[config.mk]
export PLATFORM = sky130hd
export DESIGN_NAME = rect_priority_btree_mux
export DESIGN_NICKNAME = d
export VERILOG_FILES = /design/src/rtl/rect_priority_btree_mux.sv
export SDC_FILE = /design/constraint.sdc
export NUM_CORES = 1
export LEC_CHECK = 0
export CAP_MARGIN = 20
export CORE_AREA = 3 3 178 180
export CTS_CLUSTER_SIZE = 12
export DETAILED_ROUTE_END_ITERATION = 8
export DIE_AREA = 0 0 181 183
export SYNTH_ARGS = -nofsm -noshare
export SYNTH_HDL_FRONTEND = slang
export SYNTH_SLANG_ARGS = --single-unit
[constraint.sdc]
create_clock -name clk -period 1.3 [get_ports clk]
set_clock_uncertainty 0.2 [all_clocks]
set_input_delay 0.26 -clock clk [delete_from_list [all_inputs] [get_ports clk]]
set_output_delay 0.26 -clock clk [all_outputs]
set_load 0.02 [all_outputs]
[src/rtl/rect_priority_btree_mux.sv]
// Priority-select binary tree: returns the data word of the highest-index flagged rectangle.
// Optional macro BTREE_MUX_PIPELINE_EN registers every layer (latency LEVELS) instead of only the output (latency 1).
module rect_priority_btree_mux #(
    parameter int RECT_COUNT = 64,
    parameter int LEVELS     = $clog2(RECT_COUNT),
    parameter int DATA_WIDTH = 6
) (
    input  logic                  clk,
    input  logic                  reset,
    input  logic                  valid_in,
    input  logic [RECT_COUNT-1:0] flags_in,
    input  logic [DATA_WIDTH-1:0] data_in [RECT_COUNT],
    output logic                  valid_out,
    output logic                  flag_out,
    output logic [DATA_WIDTH-1:0] data_out
);

    for (genvar l = 0; l < LEVELS; l++) begin : g_layer
        localparam int N = RECT_COUNT >> (l + 1);

        logic                  in_valid;
        logic [2*N-1:0]        in_flag;
        logic [DATA_WIDTH-1:0] in_data [2*N];
        logic                  out_valid;
        logic [N-1:0]          out_flag;
        logic [DATA_WIDTH-1:0] out_data [N];
        logic [N-1:0]          flag_d;
        logic [DATA_WIDTH-1:0] data_d [N];

        if (l == 0) begin : g_src
            assign in_valid = valid_in;
            assign in_flag  = flags_in;
            assign in_data  = data_in;
        end else begin : g_src
            assign in_valid = g_layer[l-1].out_valid;
            assign in_flag  = g_layer[l-1].out_flag;
            assign in_data  = g_layer[l-1].out_data;
        end

        // The upper child wins whenever its flag is set, which yields highest-index priority.
        for (genvar k = 0; k < N; k++) begin : g_node
            assign flag_d[k] = in_flag[2*k] | in_flag[2*k+1];
            assign data_d[k] = in_flag[2*k+1] ? in_data[2*k+1] : in_data[2*k];
        end

`ifdef BTREE_MUX_PIPELINE_EN
        logic                  valid_q;
        logic [N-1:0]          flag_q;
        logic [DATA_WIDTH-1:0] data_q [N];

        // NOTE: the data array is reset too, because the stage contents are observable at the outputs after reset.
        always_ff @(posedge clk or negedge reset) begin
            if (!reset) begin
                valid_q <= 1'b0;
                flag_q  <= '0;
                for (int k = 0; k < N; k++) begin
                    data_q[k] <= '0;
                end
            end else begin
                valid_q <= in_valid;
                flag_q  <= flag_d;
                data_q  <= data_d;
            end
        end

        assign out_valid = valid_q;
        assign out_flag  = flag_q;
        assign out_data  = data_q;
`else
        assign out_valid = in_valid;
        assign out_flag  = flag_d;
        assign out_data  = data_d;
`endif
    end

`ifdef BTREE_MUX_PIPELINE_EN
    assign valid_out = g_layer[LEVELS-1].out_valid;
    assign flag_out  = g_layer[LEVELS-1].out_flag[0];
    assign data_out  = g_layer[LEVELS-1].out_data[0];
`else
    logic                  valid_d, valid_q;
    logic                  flag_d,  flag_q;
    logic [DATA_WIDTH-1:0] data_d,  data_q;

    assign valid_d = g_layer[LEVELS-1].out_valid;
    assign flag_d  = g_layer[LEVELS-1].out_flag[0];
    assign data_d  = g_layer[LEVELS-1].out_data[0];

    // NOTE: sequential state uses non-blocking assignments so every register samples pre-edge values.
    always_ff @(posedge clk or negedge reset) begin
        if (!reset) begin
            valid_q <= 1'b0;
            flag_q  <= 1'b0;
            data_q  <= '0;
        end else begin
            valid_q <= valid_d;
            flag_q  <= flag_d;
            data_q  <= data_d;
        end
    end

    assign valid_out = valid_q;
    assign flag_out  = flag_q;
    assign data_out  = data_q;
`endif

endmodule

After elaboration in Yosys (flattened, before gate mapping):

Index checks and enable logic that the tools add are counted.

* output and inout port bits: 8
* logic and storage cells: 129
* bits in registers: 8
* input port bits: 451
* memories: 0
* ROM bits: 0
* RAM bits: 0
* latch bits: 0

* shift-type cells: 0
* multiply operators: 0
* bitwise operators: 63
* multiplexer cells: 63
* add/subtract/negate cells: 0
* divide/modulo/power cells: 0
* reduce and logical (&&, ||, !) cells: 0
* magnitude comparators: 0
* equal/unequal tests: 0

Operators by type and width (number)
* $mux W6: 63
* $or A1 B1 Y1: 63

Logic depth before layout (Yosys ltp):

Gate-level depths: netlist of the first run.

* depth in word-level cells: 6
* depth in mapped cells: 8
* depth with buffers taken out: 6

Least setup slack after synthesis of the first run:

OpenSTA, ideal clock, no wires.

* path type: in2reg
* from: input port flags_in[37]
* to: register data_q[1] (netlist: data_out[1])
* buffers on the path: 1
* required time: 964 ps
* slack: -1052 ps
* arrival time: 2016 ps
* stages on the path: 7
* path through: clkbuf_1 or4_4 nor4b_4 nand2_2 a2111o_1 a311oi_1 nor4_1

* longest elaborated chain between the ends: 6
* elaborated cells between the ends (all ways): 11
* classes of those cells: 6 x mux; 5 x bitwise

RTL lines
* start, declared: RTL line 11 `input logic [RECT_COUNT-1:0] flags_in,`
* $mux W6 / $or A1 B1 Y1 (equally long branches) (5 in a row): RTL line 43, 42
* $mux W6 *: RTL line 43 `assign data_d[k] = in_flag[2*k+1] ? in_data[2*k+1] : in_data[2*k];`
* net data_d[1]: RTL line 83 `logic [DATA_WIDTH-1:0] data_d, data_q;`
* end signal, assigned: RTL line 98 `data_q <= data_d;`
* end, declared: RTL line 83

The timed path passes the listed nets; every way through them passes the cells marked *.

Final worst setup path of the first run:

* from: input port flags_in[41]
* to: register data_q[2] (netlist: data_out[2])

Same word-level chain as after synthesis.

==> impl_metrics.env, run 1 <==
export IMPL_cts_root_buf="clkbuf_16"
export IMPL_fin_nets=1639
export IMPL_antenna_found_initial=1
export IMPL_synth_edf_count=0
export IMPL_numPortBuffers=458
export IMPL_synthCells=609
export IMPL_failed_checks="setup timing"
export IMPL_clk_pin_slew_ns=0.04
export IMPL_powerDensity_nw_per_um2=353.9
export IMPL_place_inst=1556
export IMPL_yosysWarningCount=0
export IMPL_place_congestion=0.8852
export IMPL_yosysTopAreaCellShare_pct=25.25
export IMPL_async_reset_ff_share_pct=100.0
export IMPL_slew_violations=0
export IMPL_ios=459
export IMPL_syn2layout_area_growth_pct=160.3
export IMPL_wl_per_cell_um=19.02
export IMPL_hpwlAfterDp_um=26890
export IMPL_pre_cts_slack_ns=-1.715
export IMPL_grtUsageMet2_pct=31.25
export IMPL_drc_errors=0
export IMPL_die_h_um=183
export IMPL_syn_nets=1060
export IMPL_clk_path_buf_depth=2
export IMPL_dieArea_sq_um=33120
export IMPL_first_pass_iters=5
export IMPL_instances_no_fill=1582
export IMPL_hp_class="in2async"
export IMPL_post_route_cell_area_sq_um=10630
export IMPL_overflow=0
export IMPL_ir_drop_mv=0.3984
export IMPL_use_met3_pct=3.074
export IMPL_period_share_pct=169.6
export IMPL_synth_area_leaders="mux2i_1 25%, o21ai_0 8.8%, nand2_1 8.0%, a21oi_1 5.1%, dfrtp_1 4.9%"
export IMPL_num_vias=6986
export IMPL_via_per_inst=4.416
export IMPL_finalWorstSetupSlack_ns=-0.9043
export IMPL_synth_seq_cells=8
export IMPL_core_sq_um=30350
export IMPL_finalCriticalPeriod_ns=2.204
export IMPL_initial_core_util_pct=13.46
export IMPL_wl_um=30090
export IMPL_drive_gt1_share_pct=25.63
export IMPL_finalHoldViolCount=0
export IMPL_cp_start_kind="primary input"
export IMPL_fmax_ghz=0.4537
export IMPL_chipWidth_um=181
export IMPL_synth_common_cells="103 x mux2i_1, 87 x nand2_1, 72 x o21ai_0"
export IMPL_crit_arrival_ns=2.11
export IMPL_fin_setup_tns_ns=-5.331
export IMPL_drt_iter0_drc=260
export IMPL_clock_sinks=8
export IMPL_track_usage_pct=16.69
export IMPL_diodes=0
export IMPL_top_usage_layer="met2"
export IMPL_max_cap_viol_count=0
export IMPL_synth_most_common_cell="mux2i_1"
export IMPL_endpoint_kind="flop"
export IMPL_worst_pin_slew_ns=0.4584
export IMPL_syn_avg_cell_area_sq_um=6.706
export IMPL_crit_fanout=3
export IMPL_gr_usage_met1_pct=20.11
export IMPL_slew_headroom_pct=69.12
export IMPL_placed_cell_area_sq_um=10120
export IMPL_yosys_area_top_type="mux2i_1"
export IMPL_fin_hold_ws_ns=0.1354
export IMPL_synth_seq_area_share_pct=4.902
export IMPL_cts_buffers=3
export IMPL_finalPower_mw=3.761
export IMPL_outcome="complete, but fails checks"
export IMPL_cts_tree="yes"
export IMPL_grt_pass1_wl_um=43040
export IMPL_ctsHtreeMaxLevel=1
export IMPL_grt_max_degree=14
export IMPL_worstSetupPathType="in2reg"
export IMPL_ant_nets=0
export IMPL_synth_main_ff_cell="dfrtp_1"
export IMPL_postCtsHoldBufs=0
export IMPL_setup_violations_final=7
export IMPL_num_rows=64
export IMPL_synth_distinct_cells=51
export IMPL_grt_pass1_vias=7378
export IMPL_rsz0062_at_grt="true"
export IMPL_leakage_nw=4.317
export IMPL_worstPathRequired_ns=1.21
export IMPL_post_route_util_pct=35.02
export IMPL_synth_area_sq_um=4084
[critical path, cell delays in order]
cell and delay [ns]:
buf_6 0.09, or4_4 0.56, nor4b_4 0.40, nand2_2 0.11
buf_6 0.15, a2111oi_4 0.17, o211ai_1 0.18, o311a_1 0.17
[sequential cells by signal (all words and copies together), names as in the netlist]
| register | flops |
|---|---|
| data_out | 6 |
| flag_out | 1 |
| valid_out | 1 |
[repair_timing]
item                                    in CTS  in global routing
pin swaps                                   47                 25
endpoints found under the setup margin      12                  7
setup buffers                               22                  6
endpoints found under the hold margin        0                  0
gates resized for setup                    260                 35
[final timing paths]
check / start / endpoint / slack [ns] / cells past startpoint
min in group clk: valid_in / valid_out$_DFF_PN0_ / 0.27 / 1
worst min-delay path: reset / valid_out$_DFF_PN0_ / 0.14 / 2
worst max-delay path: flags_in[41] / data_out[2]$_DFF_PN0_ / -0.90 / 8
max in group asynchronous: reset / data_out[3]$_DFF_PN0_ / 0.62 / 2
[logic make-up (layout without fill, tap and decap cells)]
logic type / Yosys count / in the layout / share of synthesized area, %
mux: 118 / 118 / 29.38
simple gates: 213 / 213 / 26.56
flops: 8 / 8 / 4.902
compound gates: 210 / 210 / 32.87
buf+inv: 60 / 637 / 6.280
[per-layer routing]
metal	vias to the layer above	part of all wire [%]
li1	3487	-
met5	-	0.043
met3	24	6.6
met4	2	1.6
met1	3172	40
met2	301	51
[cell type report]
class	count	area (sq um)
Fill cell	3211	19720
Tap cell	396	495.5
Sequential cell	8	200.2
Timing Repair Buffer	622	5703
Inverter	12	45.04
Clock buffer	3	75.07
Multi-Input combinational cell	541	4110
[cell usage in the layout (no fill, tap or decap), types with 9 or more instances in the layout]
cell and n:
nor2_1 34, nor2b_1 16, nor3_1 10, buf_2 22, inv_1 12, mux2i_1 101, buf_4 156, mux2_2 15
a21oi_1 36, dlygate4sd2_1 14, clkdlybuf4s50_1 389, nand2_1 87, nor3b_1 10, o21ai_0 62, buf_6 19, clkbuf_2 9
o211ai_1 23
[report_power, final]
group,switching (mW),internal [mW]
Clock,0.138,0.399
Sequential,0.00872,0.271
Combinational,1.10,1.85
Power figures use the tool's default switching activity.
==> run 2: changes to the inputs <==
==> constraint.sdc (replaced) <==
create_clock -name clk -period 1.98 [get_ports clk]
set_clock_uncertainty 0.2 [all_clocks]
set_input_delay 0.396 -clock clk [delete_from_list [all_inputs] [get_ports clk]]
set_output_delay 0.396 -clock clk [all_outputs]
set_load 0.02 [all_outputs]
==> run 2 against run 1 <==
Non-clock buffer count down 1. Worst hold slack better by 0.16 ns. The flow still finishes with violations (setup timing). Sequential power fell by 35%. Via count is essentially flat. Clock power is 34% lower. Critical path depth shrank 1. First-iteration DRC count is 25% lower. Global-route usage fell by 0.075 points. Core utilization increased by 0.29 points. Critical endpoint is now data_out[1]$_DFF_PN0_.
==> impl_metrics.env, run 2 (synthesis gave the netlist of run 1 again) <==
export IMPL_outcome="complete, but fails checks"
export IMPL_failed_checks="setup timing"
export IMPL_diodes=0
export IMPL_rsz0062_at_grt="true"
export IMPL_fmax_ghz=0.4221
export IMPL_cp_slowest_stage_delay_ns=0.57
export IMPL_largest_reg_flops=6
export IMPL_ctsHtreeMaxLevel=1
export IMPL_endpoint_kind="flop"
export IMPL_drc_errors=0
export IMPL_worstSetupPathType="in2reg"
export IMPL_syn2layout_area_growth_pct=162.4
export IMPL_track_usage_pct=16.61
export IMPL_postCtsHoldBufs=0
export IMPL_first_pass_iters=4
export IMPL_chipWidth_um=181
export IMPL_crit_fanout=2
export IMPL_critical_path_slowest_cell="or4_4"
export IMPL_crit_path_cell_trace="buf_6 > or4_4 > nor4b_4 > nand2_2 > a2111o_1 > a311oi_2 > nor4_2"
export IMPL_slew_headroom_pct=67.22
export IMPL_startpoint="flags_in[37]"
export IMPL_cp_start_kind="primary input"
export IMPL_grt_pass1_vias=7294
export IMPL_num_vias=6987
export IMPL_antenna_found_initial=1
export IMPL_powerDensity_nw_per_um2=230.1
export IMPL_die_h_um=183
export IMPL_wl_um=29940
export IMPL_crit_arrival_ns=2.27
export IMPL_mostFrequentLayoutCells="398 x clkdlybuf4s50_1, 142 x buf_4, 102 x mux2i_1"
export IMPL_finalCriticalPeriod_ns=2.369
export IMPL_clk_pin_slew_ns=0.04
export IMPL_fin_nets=1638
export IMPL_cp_endpoint="data_out[1]$_DFF_PN0_"
export IMPL_grt_pass1_wl_um=42810
export IMPL_ir_drop_mv=0.1775
export IMPL_via_per_inst=4.419
export IMPL_clock_sinks=8
export IMPL_core_sq_um=30350
export IMPL_finalWorstSetupSlack_ns=-0.3890
export IMPL_slew_violations=0
export IMPL_wl_per_cell_um=18.94
export IMPL_regArea_sq_um=200.2
export IMPL_max_cap_viol_count=0
export IMPL_initial_core_util_pct=13.46
export IMPL_leakage_nw=4.328
export IMPL_num_rows=64
export IMPL_instances_no_fill=1581
export IMPL_cts_buffers=3
export IMPL_worstPathRequired_ns=1.88
export IMPL_clk_path_buf_depth=2
export IMPL_cts_tree="yes"
export IMPL_place_congestion=0.8838
export IMPL_numPortBuffers=458
export IMPL_hpwlAfterDp_um=26870
export IMPL_drive_gt1_share_pct=24.22
export IMPL_hp_class="in2async"
export IMPL_multi_input_area_sq_um=4121
export IMPL_grt_max_degree=14
export IMPL_place_inst=1556
export IMPL_finalHoldViolCount=0
export IMPL_overflow=0
export IMPL_ant_nets=0
export IMPL_drt_iter0_drc=195
export IMPL_dieArea_sq_um=33120
export IMPL_period_share_pct=119.6
export IMPL_ios=459
export IMPL_setup_violations_final=7
export IMPL_worst_pin_slew_ns=0.4902
export IMPL_finalPower_mw=2.466
export IMPL_fin_setup_tns_ns=-1.877
export IMPL_final_common_cell="clkdlybuf4s50_1"
export IMPL_cts_root_buf="clkbuf_16"
export IMPL_n_fill_cell=3165
-- run 2: layout make-up --
| cell class | count | share of cell area (%) |
|---|---|---|
| Timing Repair Buffer | 621 | 53.93 |
| Multi-Input combinational cell | 541 | 38.45 |
| Tap cell | 396 | 4.623 |
| Sequential cell | 8 | 1.868 |
| Clock buffer | 3 | 0.7004 |
| Inverter | 12 | 0.4203 |
-- run 2: stage by stage --
step	area [sq um]	hold WS, ns	worst slack (ns)	util, %
after detailed placement	10110	0.5633	-1.064	33.32
after floorplan	4225	-0.09959	-0.4798	-
final	10720	0.2952	-0.3890	35.32
after global placement	10110	0.5428	-1.060	33.32
after global routing	10720	0.3290	-0.4414	35.32
after CTS	10620	0.3127	-0.3963	34.98
-- run 2: metal layers --
| layer | global-route usage, % | part of all wire (%) | vias to the layer above |
|---|---|---|---|
| li1 | - | - | 3485 |
| met1 | 19.63 | 39 | 3186 |
| met2 | 31.52 | 52 | 288 |
| met3 | 3.035 | 7.1 | 26 |
| met4 | 3.138 | 2.0 | 2 |
| met5 | 0 | 0.043 | - |
-- run 2: worst min-delay path by stage --
stage          slack, ns   from  cells past startpoint               endpoint
3_3_place_gp        0.54  reset                      1    valid_out$_DFF_PN0_
4_1_cts             0.31  reset                      1    valid_out$_DFF_PN0_
3_5_place_dp        0.56  reset                      1    valid_out$_DFF_PN0_
5_1_grt             0.33  reset                      1     flag_out$_DFF_PN0_
2_1_floorplan       -0.1  reset                      0  data_out[0]$_DFF_PN0_
6_report            0.30  reset                      1    valid_out$_DFF_PN0_
-- run 2: worst max-delay path, delay by kind of cell --
family	cells	cell delay (ns)
simple gates	4	1.20
compound gates	2	0.57
buf+inv	1	0.10
-- run 2: report_power, final --
part	leakage, nW	total (mW)	switching [mW]	internal, mW
Combinational	4.20	1.93	0.716	1.21
Clock	0.0370	0.353	0.0914	0.262
Sequential	0.0926	0.182	0.00452	0.178
-- run 2: repair_timing --
action,4_1_cts,5_1_grt
resized for setup,229,39
setup buffers,21,8
setup endpoints to repair,7,7
pin swaps,49,21
